[config.mk]
export PLATFORM = sky130hd
export DESIGN_NAME = spike_emitter
export DESIGN_NICKNAME = d
export VERILOG_FILES = /design/src/rtl/snn_pkg.sv /design/src/rtl/aer_tx.sv /design/src/rtl/spike_emitter.sv
export SDC_FILE = /design/constraint.sdc
export NUM_CORES = 1
export LEC_CHECK = 0
export ABC_AREA = 1
export CORE_AREA = 4 4 216 218
export CTS_CLUSTER_DIAMETER = 150
export CTS_CLUSTER_SIZE = 12
export DETAILED_ROUTE_END_ITERATION = 8
export DIE_AREA = 0 0 220 222
export PLACE_DENSITY_LB_ADDON = 0.1
export RECOVER_POWER = 50
export SLEW_MARGIN = 20
export SYNTH_ARGS = -nofsm -noshare
export SYNTH_HDL_FRONTEND = slang
export SYNTH_SLANG_ARGS = --single-unit
[constraint.sdc]
create_clock -name clk -period 26.6 [get_ports clk]
set_input_delay 7.98 -clock clk [delete_from_list [all_inputs] [get_ports clk]]
set_output_delay 7.98 -clock clk [all_outputs]
set_load 0.05 [all_outputs]
[src/rtl/snn_pkg.sv]
// Shared types and constants for the spike emitter and its AER transmitter.
package snn_pkg;

    typedef enum logic [1:0] {
        IDLE,
        RUN,
        FIRE,
        EMIT
    } emit_state_t;

    // Field widths cover the largest supported core; users slice to their own widths.
    localparam int AER_ADDR_MAX_W = 16;
    localparam int AER_TS_MAX_W   = 32;

    typedef struct packed {
        logic [AER_ADDR_MAX_W-1:0] addr;
        logic [AER_TS_MAX_W-1:0]   ts;
    } aer_event_t;

    localparam int RESET_ZERO = 0;
    localparam int RESET_SUB  = 1;

endpackage

[src/rtl/aer_tx.sv]
// Scans a fired-neuron vector in ascending order and emits one AER event per
// set bit over a valid/ready handshake; skipped neurons cost one cycle each.
module aer_tx
    import snn_pkg::*;
#(
    parameter int N    = 8,
    parameter int TS_W = 16
) (
    input  logic                 clk,
    input  logic                 rst,
    input  logic                 start,
    input  logic [N-1:0]         start_vec,
    input  logic [N-1:0]         spk_vec,
    input  logic [TS_W-1:0]      ts,
    output logic                 finish,
    output logic                 aer_valid,
    input  logic                 aer_ready,
    output logic [$clog2(N)-1:0] aer_addr,
    output logic [TS_W-1:0]      aer_ts
);

    localparam int AW = $clog2(N);

    logic          active;
    logic [AW-1:0] idx;
    logic [AW-1:0] nxt;
    logic          advance;
    logic          last;

    assign nxt      = idx + AW'(1);
    assign last     = (idx == AW'(N - 1));
    assign advance  = active && (!aer_valid || aer_ready);
    assign finish   = advance && last;
    assign aer_addr = idx;

    // start_vec is the fire vector being registered into spk_vec on this same
    // edge, so the first slot's valid is taken from it rather than from spk_vec.
    always_ff @(posedge clk or posedge rst) begin
        if (rst) begin
            active    <= 1'b0;
            idx       <= '0;
            aer_valid <= 1'b0;
            aer_ts    <= '0;
        end else if (start) begin
            active    <= 1'b1;
            idx       <= '0;
            aer_valid <= start_vec[0];
            aer_ts    <= ts;
        end else if (advance) begin
            if (last) begin
                active    <= 1'b0;
                idx       <= '0;
                aer_valid <= 1'b0;
            end else begin
                idx       <= nxt;
                aer_valid <= spk_vec[nxt];
            end
        end
    end

endmodule

[src/rtl/spike_emitter.sv]
// Timestep driver: runs the crossbar core, thresholds and resets membranes,
// feeds spikes/membranes back, and hands fired neurons to the AER transmitter.
module spike_emitter
    import snn_pkg::*;
#(
    parameter int MAX_NEURONS = 8,
    parameter int WIDTH       = 32,
    parameter int THRESH      = 32,
    parameter int RESET_MODE  = RESET_ZERO,
    parameter int TS_W        = 16
) (
    input  logic                           clk,
    input  logic                           rst,
    input  logic                           step_start,
    output logic                           core_enable,
    input  logic                           core_done,
    input  logic [WIDTH*MAX_NEURONS-1:0]   mem_acc,
    output logic [WIDTH*MAX_NEURONS-1:0]   mem_next,
    output logic [MAX_NEURONS-1:0]         spk_vec,
    output logic                           aer_valid,
    input  logic                           aer_ready,
    output logic [$clog2(MAX_NEURONS)-1:0] aer_addr,
    output logic [TS_W-1:0]                aer_ts,
    output logic                           busy,
    output logic                           step_done,
    output logic [TS_W-1:0]                step_count
);

    localparam logic signed [WIDTH-1:0] TH = WIDTH'(THRESH);

    emit_state_t                  state;
    logic [MAX_NEURONS-1:0]       fire_vec;
    logic [WIDTH*MAX_NEURONS-1:0] mem_upd;
    logic                         tx_finish;

    always_comb begin
        fire_vec = '0;
        mem_upd  = '0;
        for (int unsigned i = 0; i < MAX_NEURONS; i++) begin
            fire_vec[i] = ($signed(mem_acc[i*WIDTH +: WIDTH]) >= TH);
            if (!fire_vec[i]) begin
                mem_upd[i*WIDTH +: WIDTH] = mem_acc[i*WIDTH +: WIDTH];
            end else if (RESET_MODE == RESET_SUB) begin
                mem_upd[i*WIDTH +: WIDTH] = mem_acc[i*WIDTH +: WIDTH] - TH;
            end
        end
    end

    assign busy = (state != IDLE);

    always_ff @(posedge clk or posedge rst) begin
        if (rst) begin
            state       <= IDLE;
            core_enable <= 1'b0;
            spk_vec     <= '0;
            mem_next    <= '0;
            step_done   <= 1'b0;
            step_count  <= '0;
        end else begin
            step_done <= 1'b0;
            case (state)
                IDLE: begin
                    if (step_start) begin
                        state       <= RUN;
                        core_enable <= 1'b1;
                    end
                end
                RUN: begin
                    if (core_done) state <= FIRE;
                end
                FIRE: begin
                    spk_vec     <= fire_vec;
                    mem_next    <= mem_upd;
                    core_enable <= 1'b0;
                    state       <= EMIT;
                end
                EMIT: begin
                    if (tx_finish) begin
                        state      <= IDLE;
                        step_done  <= 1'b1;
                        step_count <= step_count + TS_W'(1);
                    end
                end
                default: state <= IDLE;
            endcase
        end
    end

    aer_tx #(
        .N    (MAX_NEURONS),
        .TS_W (TS_W)
    ) u_aer_tx (
        .clk       (clk),
        .rst       (rst),
        .start     (state == FIRE),
        .start_vec (fire_vec),
        .spk_vec   (spk_vec),
        .ts        (step_count),
        .finish    (tx_finish),
        .aer_valid (aer_valid),
        .aer_ready (aer_ready),
        .aer_addr  (aer_addr),
        .aer_ts    (aer_ts)
    );

endmodule

# Yosys cells after proc, flatten, opt, wreduce, memory -nomap -nowiden
# Index checks and enable logic that the tools add are counted.
[op_classes] addsub=2 magnitude_cmp=9 eq_ne=7 mux=27 reduce_logical=13
[op_table] operator="$ge 32x7->1 const B" n=8
[op_table] operator="$mux 32" n=8
[op_table] operator="$add 16x1->16 const B" n=1
[op_table] operator="$mux 1" n=10
[op_table] operator="$mux 3" n=3
[op_table] operator="$pmux 2 s4" n=1
[op_table] operator="$reduce_bool 2->1" n=4
[op_table] operator="$mux 2" n=3
[op_table] operator="$ne 2x2->1 const B" n=3
[op_table] operator="$reduce_and 2->1" n=3
[op_table] operator="$eq 2x2->1 const B" n=2
[op_table] operator="$lt 3x4->1 const B" n=1
[op_table] operator="$add 3x1->3 const B" n=1
[op_table] operator="$bmux 1 s3" n=1
[op_table] operator="$eq 3x3->1 const B" n=1
[op_table] operator="$reduce_and 3->1" n=1
[op_table] operator="$eq 2x1->1 const B" n=1
[op_table] operator="$logic_and 1x1->1" n=2
[op_table] operator="$logic_not 2->1" n=1
[op_table] operator="$pmux 1 s2" n=1
[op_table] operator="$logic_not 1->1" n=1
[op_table] operator="$logic_or 1x1->1" n=1
[word_totals] regBits=305

# Logic depth before layout (Yosys ltp)
[depth] word_depth=6 ltp_mapped=12 mapped_depth_nobuf=10

# Cells and area by module
# Synthesis repeated with hierarchy kept, for this count alone.
[unflattened] hier_cells=2154 hier_area_um2=15262.1
[by_module_without_submodules] mod="spike_emitter" n_inst=1 cells_each=2031 area_each_um2=14272.4 seq_area_each_um2=7106.8
[by_module_without_submodules] mod="aer_tx" n_inst=1 cells_each=123 area_each_um2=989.7 seq_area_each_um2=525.5

# Least setup slack after synthesis
# OpenSTA, ideal clock, no wires.
[synth_timing] kind="input port to flip-flop" start="in aer_ready" end="reg step_count[12]" setup_time_ps=120 t_arrival_ps=8847 required_time_ps=26480 setup_slack_ps=17634 path_stages=9 path_cell_list="inv_1 -> nand2_1 -> nand2_1 -> nor2_1 -> nand2_2 -> nor2_1 -> nand3_1 -> nand2_1 -> nand2_1"
[synth_between] elab_chain_len=4
[synth_rtl] item="start: declaration" line="spike_emitter.sv:21" source="input logic aer_ready,"
[synth_rtl] item="$logic_or 1x1->1" line="aer_tx.sv:32" source="assign advance = active && (!aer_valid || aer_ready);"
[synth_rtl] item="$logic_and 1x1->1" line="aer_tx.sv:32"
[synth_rtl] item="$logic_and 1x1->1" line="aer_tx.sv:33" source="assign finish = advance && last;"
[synth_rtl] item="$reduce_and 2->1 (no line)"
[synth_rtl] item="end signal: assignment" line="spike_emitter.sv:81" source="step_count <= step_count + TS_W'(1);"
[synth_rtl] item="end: declaration" line="spike_emitter.sv:26" source="output logic [TS_W-1:0] step_count"
# No other way between the ends.
# A chain may end at the register's enable or synchronous reset.

==> results.toml <==
[timing]
max_freq_mhz = 70.7
period_needed_ns = 14.15
fin_skew_ns = 0.0115
setup_ws_ns = 12.45
slew_violations = 366
finalCritPeriodShare = 0.532
fin_setup_tns_ns = 0
finalHoldViolations = 0
final-setup-viol-count = 0
slew_headroom = -2.08
worst_pin_slew_ns = 4.60
rsz0062_at_grt = "no"

[grt]
grt_pass1_vias = 12300
grt_start_max_net_pins = 124
grtUsageTotal = 0.191
antenna_found_initial = 6
overflow = 0
grt_pass1_wl_um = 73500

[clock_network]
htreeDepth = 1
post_cts_buffers = 0
holdBufCountCts = 0
cts_resized = 0
clkTransAtPathRegs_ns = 0.06
cts.sinks = 305
cts_tree = "yes"
ctsLongestPathBuffers = 3
clock_latency_ns = 0.56
cts_buffers = 29
cts_root_buffer = "clkbuf_16"

[logic_synthesis]
netlist_top_cells_area = "dfrtp_1, nand2_1, nor2_1"
synth_edf_count = 0
yosysMostFrequentCell = "nand2_1"
synth.top_cell.area_share = 0.585
synth_area_leader_cell = "dfrtp_1"
synth_cells = 1635
synth-main-ff-cell = "dfrtp_1"
async_flop_share = 1.00
synth_seq_cells = 305
yosys_warnings = 0
synth_area_per_cell_um2 = 7.97
ys_top_cells_by_count = "nand2_1, dfrtp_1, nor2_1, inv_1, clkbuf_1"
syn_nets = 1903
ys_seq_area_frac = 0.585
syn_area_mm2 = 0.0130
yosysUniqueCellTypes = 22

[run_status]
violations = "capacitance limit, slew limit"
status = "finished with violations"

[floorplan]
initial_core_util = 0.290
dieWidth_um = 220
die-area_mm2 = 0.0488
die_y_um = 222
ioPinCount = 564
placementRows = 78
core-area_mm2 = 0.0449

[placement]
io_buffers = 563
gp_congestion = 0.845
dp_cells = 2741
place_worst_setup_slack_ns = 15.60
place_hpwl_um = 35100

[power_and_ir_drop]
ir_drop_mv = 0.0621
p_leak_nw = 9.98
p_per_area_mw_per_mm2 = 120

[detailed_routing]
antenna_left = 0
routed_wl_um = 48000
dr_total_vias = 12000
viasPerCell = 4.33
first_iter_violations = 655
remaining_drc_errors = 0
first_pass_iters = 5
routedWlPerCell_um = 17.3

[setup_path]
worstSetupEndpointType = "asynchronous set/reset pin"
arrival_ns = 14.17
cp-start-kind = "primary input"
criticalPathCategory = "primary input to asynchronous set/reset pin"
path_max_fanout = 93
worstPathRequired_ns = 26.62

[layout]
final_cells = 2774
fin_util = 0.441
fillers = 4533
drive_gt1_frac = 0.0166
area_growth_syn_to_layout_pct = 51.9
fin_nets = 2441

[worst_hold_path]
min_path_type = "register to register"

[run]
cap_violations = 4
worst max-delay path, cell delays in order:
cell           delay, ns
dlygate4sd3_1       0.54
clkinvlp_2          2.32
clkbuf_1            1.08
clkbuf_1            2.14
cells in the final DEF, fill, tap and decap left out, types with 2 or more instances in the layout:
| cell type | count |
|---|---|
| ha_1 | 7 |
| nor2_1 | 139 |
| o21ai_0 | 24 |
| nand2_1 | 925 |
| nand3_1 | 18 |
| clkinvlp_2 | 2 |
| a21oi_1 | 5 |
| clkdlybuf4s50_1 | 545 |
| diode_2 | 2 |
| nand4_1 | 17 |
| inv_1 | 109 |
| and2_0 | 7 |
| xor2_1 | 8 |
| clkbuf_1 | 3 |
| dlygate4sd3_1 | 18 |
| clkbuf_16 | 29 |
| dfrtp_1 | 305 |
| buf_4 | 4 |
final timing paths:
| kind | start | endpoint | slack [ns] | cells past startpoint |
|---|---|---|---|---|
| worst max-delay path | rst | mem_next[242] | 12.45 | 4 |
| worst max register to register | state[0] | u_aer_tx.aer_addr[1] | 18.89 | 7 |
| worst min-delay path | mem_next[223] | mem_next[223] | 0.47 | 2 |
| max in group clk | state[0] | busy | 16.42 | 4 |
| min in group asynchronous | rst | mem_next[97] | 9.12 | 2 |
| worst min register to register | mem_next[223] | mem_next[223] | 0.47 | 2 |
routing by layer:
layer	track usage	up-vias	routed length, µm
li1	-	5953	-
met1	0.232	5608	18800
met2	0.319	383	23000
met3	0.0688	72	4630
met4	0.0581	4	1490
met5	0	-	27
cells by family after synthesis:
| kind of cell | share of synthesized area |
|---|---|
| AND/OR/NAND/NOR | 0.327 |
| AO/OA/AOI/OAI | 0.0129 |
| XOR/XNOR | 0.00605 |
| buffers and inverters | 0.0622 |
| flip-flops | 0.585 |
| adder cells (fa/ha/maj) | 0.00672 |
cell type report:
class,count,area [µm²],area share
clock buffers,29,726,0.0367
flip-flops and latches,305,7630,0.386
clock inverters,1,8.76,0.000442
diodes,2,5.00,0.000253
inverters,112,423,0.0214
repair buffers,570,5680,0.287
well taps,600,751,0.0379
multi-input cells,1155,4580,0.231
flip-flops by register name, indices dropped and copies added, names as in the netlist:
signal	flops
u_aer_tx.active	1
u_aer_tx.aer_addr	3
step_done	1
spk_vec	8
u_aer_tx.aer_valid	1
u_aer_tx.aer_ts	16
core_enable	1
step_count	16
mem_next	256
state	2
metrics by stage:
step                cell area, µm²  hold WS, ns  total power [W]
finish                       19800        0.470          0.00238
global route                 19800        0.499          0.00253
CTS                          19800        0.475          0.00241
detailed placement           19100        0.459          0.00203
global placement             19100        0.453          0.00202
floorplan                    13000        0.442          0.00155
where the power goes:
| group | total (W) | internal [W] | switching, W | leakage, nW |
|---|---|---|---|---|
| Sequential | 0.000713 | 0.000621 | 0.0000919 | 3.96 |
| Clock | 0.000365 | 0.000191 | 0.000174 | 0.362 |
| Combinational | 0.00130 | 0.000400 | 0.000903 | 5.66 |
(Power assumes the default switching activity.)
